`src/rtl/prod_accum_pkg.sv`:
```
// ============================================================================
// Module      : prod_accum_pkg
// Description : Shared ALU types and constants for the product accumulator.
// Revision    : 1.0 - initial release
// ============================================================================
`default_nettype none

package prod_accum_pkg;

    typedef enum logic [1:0] {
        ST_IDLE  = 2'd0,
        ST_ACCUM = 2'd1,
        ST_OUT   = 2'd2
    } state_t;

    typedef logic signed [63:0] prod_t;

    localparam prod_t SAT_MAX = 64'sh7FFF_FFFF_FFFF_FFFF;
    localparam prod_t SAT_MIN = 64'sh8000_0000_0000_0000;

endpackage : prod_accum_pkg

`default_nettype wire

```
`src/rtl/prod_accum_sat_add64.sv`:
```
// ============================================================================
// Module      : sat_add64
// Description : 64-bit signed add with clamp to the signed range and flag.
// Revision    : 1.0 - initial release
// ============================================================================
`default_nettype none

module sat_add64
    import prod_accum_pkg::*;
(
    input  prod_t i_a,
    input  prod_t i_b,
    output prod_t o_sum,
    output logic  o_ovf
);

    logic signed [64:0] w_sum65;
    logic               w_pos_ovf;
    logic               w_neg_ovf;

    assign w_sum65 = {i_a[63], i_a} + {i_b[63], i_b};

    // Bits 64 and 63 disagree only when the true sum left the 64-bit range.
    assign w_pos_ovf = ~w_sum65[64] &  w_sum65[63];
    assign w_neg_ovf =  w_sum65[64] & ~w_sum65[63];

    assign o_sum = w_pos_ovf ? SAT_MAX :
                   w_neg_ovf ? SAT_MIN : prod_t'(w_sum65[63:0]);
    assign o_ovf = w_pos_ovf | w_neg_ovf;

endmodule : sat_add64

`default_nettype wire

```
`src/rtl/prod_accum.sv`:
```
// ============================================================================
// Module      : prod_accum
// Description : Saturating group accumulator for signed 64-bit products.
// Revision    : 1.0 - initial release
// ============================================================================
`default_nettype none

module prod_accum
    import prod_accum_pkg::*;
#(
    parameter int CNT_W = 16
) (
    input  logic             clk,
    input  logic             rst_n,
    input  logic             in_valid,
    input  logic [63:0]      in_data,
    input  logic             in_last,
    output logic             in_ready,
    input  logic             clear,
    output logic             res_valid,
    input  logic             res_ready,
    output logic [63:0]      res_data,
    output logic             res_ovf,
    output logic [CNT_W-1:0] res_count
);

    localparam logic [CNT_W-1:0] c_cnt_one = {{(CNT_W-1){1'b0}}, 1'b1};

    state_t             r_state;
    state_t             w_state_nxt;

    prod_t              r_acc;
    logic               r_ovf;
    logic [CNT_W-1:0]   r_cnt;

    prod_t              r_res_data;
    logic               r_res_ovf;
    logic [CNT_W-1:0]   r_res_count;

    prod_t              w_sum;
    logic               w_add_ovf;
    logic               w_grp_ovf;
    logic [CNT_W-1:0]   w_cnt_inc;
    logic               w_beat;
    logic               w_xfer;
    logic               w_res_valid;

    sat_add64 u_sat_add64 (
        .i_a   (r_acc),
        .i_b   (prod_t'(in_data)),
        .o_sum (w_sum),
        .o_ovf (w_add_ovf)
    );

    assign w_res_valid = (r_state == ST_OUT);
    assign in_ready    = ~clear & (~w_res_valid | res_ready);
    assign w_beat      = in_valid & in_ready;
    assign w_xfer      = w_res_valid & res_ready;
    assign w_grp_ovf   = r_ovf | w_add_ovf;
    assign w_cnt_inc   = (&r_cnt) ? r_cnt : r_cnt + c_cnt_one;

    always_ff @(posedge clk or negedge rst_n) begin
        if (!rst_n) begin
            r_state <= ST_IDLE;
        end else begin
            r_state <= w_state_nxt;
        end
    end

    always_comb begin
        w_state_nxt = r_state;
        unique case (r_state)
            ST_IDLE: begin
                if (w_beat) begin
                    w_state_nxt = in_last ? ST_OUT : ST_ACCUM;
                end
            end
            ST_ACCUM: begin
                if (clear) begin
                    w_state_nxt = ST_IDLE;
                end else if (w_beat && in_last) begin
                    w_state_nxt = ST_OUT;
                end
            end
            ST_OUT: begin
                // A beat in OUT implies res_ready, so the held result is leaving.
                if (w_beat && in_last) begin
                    w_state_nxt = ST_OUT;
                end else if (w_xfer) begin
                    if (w_beat || (!clear && (r_cnt != '0))) begin
                        w_state_nxt = ST_ACCUM;
                    end else begin
                        w_state_nxt = ST_IDLE;
                    end
                end
            end
            default: w_state_nxt = ST_IDLE;
        endcase
    end

    // Running group state; a last beat hands its totals to the output register.
    always_ff @(posedge clk or negedge rst_n) begin
        if (!rst_n) begin
            r_acc <= '0;
            r_ovf <= 1'b0;
            r_cnt <= '0;
        end else if (clear || (w_beat && in_last)) begin
            r_acc <= '0;
            r_ovf <= 1'b0;
            r_cnt <= '0;
        end else if (w_beat) begin
            r_acc <= w_sum;
            r_ovf <= w_grp_ovf;
            r_cnt <= w_cnt_inc;
        end
    end

    always_ff @(posedge clk or negedge rst_n) begin
        if (!rst_n) begin
            r_res_data  <= '0;
            r_res_ovf   <= 1'b0;
            r_res_count <= '0;
        end else if (w_beat && in_last) begin
            r_res_data  <= w_sum;
            r_res_ovf   <= w_grp_ovf;
            r_res_count <= w_cnt_inc;
        end
    end

    assign res_valid = w_res_valid;
    assign res_data  = r_res_data;
    assign res_ovf   = r_res_ovf;
    assign res_count = r_res_count;

endmodule : prod_accum

`default_nettype wire

```
`config.mk`:
```
export PLATFORM = sky130hd
export DESIGN_NAME = prod_accum
export DESIGN_NICKNAME = d
export VERILOG_FILES = /design/src/rtl/prod_accum_pkg.sv /design/src/rtl/prod_accum_sat_add64.sv /design/src/rtl/prod_accum.sv
export SDC_FILE = /design/constraint.sdc
export NUM_CORES = 1
export LEC_CHECK = 0
export CAP_MARGIN = 30
export CORE_MARGIN = 3
export CORE_UTILIZATION = 40
export DETAILED_ROUTE_END_ITERATION = 10
export SKIP_LAST_GASP = 1
export SLEW_MARGIN = 10
export SYNTH_ARGS = -nofsm -noshare
export SYNTH_HDL_FRONTEND = slang
export SYNTH_SLANG_ARGS = --single-unit
```
`constraint.sdc`:
```
create_clock -name clk -period 5 [get_ports clk]
set_input_delay 0.5 -clock clk [delete_from_list [all_inputs] [get_ports clk]]
set_output_delay 0.5 -clock clk [all_outputs]
set_load 0.02 [all_outputs]
```
# Yosys cells after proc, flatten, opt, wreduce, memory -nomap -nowiden
# Cells that the tools add are included.
dict set report word_totals {
  latchBits 0
  mem_count 0
  ramBits 0
  romBits 0
  ff_bits 164
  out_inout_bits 83
  word_cells 53
  inputBits 70
}
dict set report op_classes {
  order_cmp 0
  n_shift 0
  n_addsub 2
  mul 0
  n_mux 17
  n_bitwise 12
  div_mod_pow 0
  n_eq_ne 5
  reduce_logical 10
}
# op n
set op_table {}
lappend op_table {{$mux 64} 4}
lappend op_table {{$add 64x64->65} 1}
lappend op_table {{$mux 16} 3}
lappend op_table {{$add 16x1->16 const B} 1}
lappend op_table {{$reduce_and 16->1} 1}
lappend op_table {{$reduce_bool 16->1} 1}
lappend op_table {{$mux 2} 6}
lappend op_table {{$pmux 2 s3} 1}
lappend op_table {{$and 1x1->1} 5}
lappend op_table {{$not 1->1} 4}
lappend op_table {{$mux 1} 3}
lappend op_table {{$ne 3x2->1 const B} 1}
lappend op_table {{$ne 3x3->1 const B} 1}
lappend op_table {{$or 1x1->1} 3}
lappend op_table {{$reduce_and 3->1} 1}
lappend op_table {{$eq 2x1->1 const B} 1}
lappend op_table {{$eq 2x2->1 const B} 1}
lappend op_table {{$logic_and 1x1->1} 2}
lappend op_table {{$logic_not 2->1} 1}
lappend op_table {{$logic_or 1x1->1} 2}
lappend op_table {{$ne 2x2->1 const B} 1}
lappend op_table {{$reduce_bool 2->1} 1}
lappend op_table {{$logic_not 1->1} 1}

# Depth between registers and ports, before layout
dict set report depth {
  ltp_word 10
  depth_mapped 19
  mapped_depth_nobuf 18
}

# Modules after synthesis
# From an unflattened synthesis, not the netlist that was laid out.
dict set report hier_totals {
  cells_unflattened 1298
  area_unflattened_um2 10930.5
}
# module area_each_um2 n_inst seq_area_each_um2 cells_each
set modules_own_cells {}
lappend modules_own_cells {prod_accum 6675.2 1 4103.9 644}
lappend modules_own_cells {sat_add64 4255.3 1 0.0 654}

# Worst setup path after synthesis
# OpenSTA, ideal clock, no wires.
dict set report synth_timing {
  path_type {input to register}
  startpoint {in in_data[2]}
  endpoint {reg r_res_data[53] (netlist: res_data[53])}
  arrival_ns 4.108
  path_stages 17
  required_ns 4.881
  n_path_buf 2
  setup_ns 0.119
  path_slack_ns 0.773
  path_cell_list {ha_1 o21ai_0 o211ai_1 a221oi_2 or4b_4 a21oi_4 nand4_4 a2111oi_4 or3_2 o31ai_4 a2111oi_2 ha_1 clkbuf_1 clkinv_1 clkbuf_1 a211o_1 o21a_1}
}
dict set report synth_between {
  elab_chain_len 5
  word_cells_on_any_way 7
  classes_between {1 x add/sub; 2 x mux; 4 x bitwise}
}
# item line
set synth_lines {}
lappend synth_lines {{from (decl)} prod_accum.sv:16} ;# input logic [63:0] in_data,
lappend synth_lines {{$add 64x64->65 *} prod_accum_sat_add64.sv:21} ;# assign w_sum65 = {i_a[63], i_a} + {i_b[63], i_b};
lappend synth_lines {{$not 1->1} prod_accum_sat_add64.sv:25} ;# assign w_neg_ovf = w_sum65[64] & ~w_sum65[63];
lappend synth_lines {{$and 1x1->1} prod_accum_sat_add64.sv:25}
lappend synth_lines {{$mux 64} prod_accum_sat_add64.sv:28} ;# w_neg_ovf ? SAT_MIN : prod_t'(w_sum65[63:0]);
lappend synth_lines {{$mux 64 *} prod_accum_sat_add64.sv:27} ;# assign o_sum = w_pos_ovf ? SAT_MAX :
lappend synth_lines {{to (signal assigned)} prod_accum.sv:124} ;# r_res_data <= w_sum;
lappend synth_lines {{to (decl)} prod_accum.sv:36} ;# prod_t r_res_data;
# Every way passes the cells marked *; elsewhere a longest branch is shown, timed or not.
# A chain may end at the register's enable or synchronous reset.

# Worst setup path in the final report
dict set report layout_timing {
  startpoint {in in_data[2]}
  endpoint {reg r_res_data[60] (netlist: res_data[60])}
}
# Same word-level chain as after synthesis.

==> results.tsv <==
metric	value	unit
cts_hold_buf	0	
top_level_ports	153	
cpPeakStageDelay	0.58	ns
ys_seq_elements	164	
ys_types	74	
status	completed	
gp_routability_congestion	0.932	
synthSimpleGateAreaFrac	16.7	%
portBuffers	152	
cp_num_buf_inv	3	
cp.required	5.29	ns
antennaDiodeCount	0	
drive_above_1_share	6.54	%
max_freq	0.217	GHz
drtIter0Drc	720	
clkTransAtPathRegs	0.07	ns
fin_cells	1742	
synthFlopType	dfrtp_1	
switchingPower	2.39	mW
die_x	171	um
cp_slowest_cell	or4b_4	
p_comb_share	46.1	%
core.rowCount	59	
power.share.clock	23.4	%
viasPerCell	5.78	
finalCritPeriodShare	92.3	%
cts_buffers	17	
synth_nets	1410	
tightestPinTransition	0.907	ns
ir_worst_vdd	0.215	mV
placedInstanceArea	12900	um2
critPathArrivalTime	4.91	ns
synth_top_family_by_area	compound AO/OA/AOI/OAI gates	
clkLatencyLatePin	0.44	ns
cts_root_buf	clkbuf_16	
synth_cells	1271	
cp_top_family	compound AO/OA/AOI/OAI gates	
fin_tns_setup	0	ns
timing.hold.ws	0.0841	ns
grt_util_all_layers	22.8	%
dieArea	29300	um2
yosysWarnings	0	
synth-edff-count	0	
rrSetupSlack	0.51	ns
nNetsFinal	1533	
place_inst	1709	
clock-sinks	164	
leakage	6.00	nW
critPathMaxFanout	13	
synthXorXnorAreaFrac	5.70	%
hold_viol_final	0	
vias	10069	
synth_compound_gate_area_share	27.2	%
htree_levels	4	
syn_area	10900	um2
wl_per_cell	19.1	um
grt_pass1_vias	9819	
dr.pass1.iters	5	
drv_slew	0	
yosysSeqAreaShare	37.6	%
die_y	171	um
grt_max_degree	83	
path_cells	clkdlybuf4s50_1 > ha_1 > o21ai_0 > o211ai_1 > a221oi_2 > or4b_4 > a21oi_4 > nand4_4 > a2111oi_4 > or3_2 > o31ai_4 > a2111oi_2 > ha_1 > clkinv_1 > buf_4 > nand4_1 > o31ai_1 > nor4_1 > o21ai_0	
design_power_total	6.06	mW
worstSetupEndpointType	register	
synth_fa_ha_area_share	7.98	%
slew_headroom	39.5	%
clk_path_buf_depth	2	
synthMuxAreaShare	0.929	%
cp-start-kind	primary input	
critPathLaunch	in_data[2]	
cts_tree	yes	
path_class	in -> reg	
fill_cells	2538	
grt_pass1_wl	53400	um
min_path_type	in -> async	
gr-total-overflow	0	
wl	33200	um
swShare	39.5	%
place_hpwl	23900	um
reg2reg_from	r_acc[2]$_DFFE_PN0P_	
initial_utilization	41.3	%
setup_viol	0	
power_frac_seq	30.5	%
fin_area	13500	um2
p_int	3.67	mW
regArea	4100	um2
rsz0062_at_grt	no	
core-area	26400	um2
finClkSkew	0.0126	ns
ant_nets	0	
cts_setup_buffers	0	
multi_input_area	6420	um2
cellPowerDensity	447	nW/um2
min_period	4.62	ns
antenna_found_initial	2	
ys_async_sr_fraction	100	%
synth.avg_cell_area	8.59	um2
post_cts_resized	0	
drc	0	
cap_viol_max_count	0	
area_growth	24.1	%
==> registers in the layout, summed over array words and instances (netlist names) <==
name,flops
r_state,2
res_count,16
r_cnt,16
r_ovf,1
r_acc,64
res_ovf,1
res_data,64
==> layout by cell type (no fill, tap or decap), drive strengths merged, types with 11 or more instances in the layout <==
cell type        n
nor2b           15
buf             36
ha              68
a21oi          133
nor3            18
xnor2           45
dfrtp          164
inv             30
a221o           44
nand3           20
xor2            26
nand2          163
o21ai          143
clkdlybuf4s50  151
nand2b          11
nand4           24
o21bai          15
nor2            85
a21o            39
and3            13
o21a            16
clkbuf          19
==> per-stage QoR <==
| step | setup slack (ns) | util (%) |
|---|---|---|
| detailed placement | -0.0273 | 48.8 |
| global route | 0.155 | 51.2 |
| CTS | 0.406 | 51.1 |
| floorplan | 0.773 | - |
| global placement | 0.133 | 48.8 |
| finish | 0.383 | 51.2 |
==> power by group through the flow <==
stage	sequential [mW]	combinational [mW]	clock, mW
6_report	1.85	2.79	1.42
5_1_grt	1.89	3.05	1.50
4_1_cts	1.85	2.78	1.44
3_5_place_dp	1.87	2.77	0
3_3_place_gp	1.87	2.75	0
2_1_floorplan	2.10	1.44	0
==> synthesized netlist by cell type (all sizes together), types with 14 or more instances <==
cell type  count  area [um2]
a21o          39         293
a21oi        133         684
a221o         44         440
buf           14        58.8
clkbuf        69         262
dfrtp        164        4100
ha            68         851
inv           25        93.8
nand2        163         612
nand3         20         100
nand4         24         165
nor2          85         319
nor2b         15        93.8
nor3          18        95.1
o21a          16         120
o21ai        143         716
o21bai        15         113
xnor2         45         394
xor2          26         228
==> kinds of logic after synthesis <==
group | Yosys count
AND/OR/NAND/NOR | 390
AO/OA/AOI/OAI | 458
XOR/XNOR | 71
buffers and inverters | 109
adder cells (fa/ha/maj) | 69
flip-flops | 164
multiplexers | 10
==> area by class of cell <==
class / instances / share of cell area (%)
clock inverters: 13 / 1.24
repair buffers: 187 / 13.9
well taps: 335 / 3.10
inverters: 26 / 0.721
flip-flops and latches: 164 / 30.3
clock buffers: 19 / 3.35
multi-input cells: 998 / 47.4
==> path summary, 6_finish.rpt <==
kind / end / depth (start not counted)
min in group clk: res_data[22]$_DFFE_PN0P_ / 2
setup reg to reg: res_data[60]$_DFFE_PN0P_ / 18
max in group asynchronous: res_data[37]$_DFFE_PN0P_ / 2
setup / recovery: res_data[60]$_DFFE_PN0P_ / 19
hold reg to reg: res_data[22]$_DFFE_PN0P_ / 2
hold / removal: r_cnt[8]$_DFFE_PN0P_ / 1
==> layer usage <==
layer	share of wire [%]	GRT usage [%]	up-vias
met5	0.069	0	-
met4	1.9	6.23	4
met3	5.9	4.14	41
met2	43	34.5	315
met1	49	33.8	4833
li1	-	-	4876
Power figures use the tool's default switching activity.
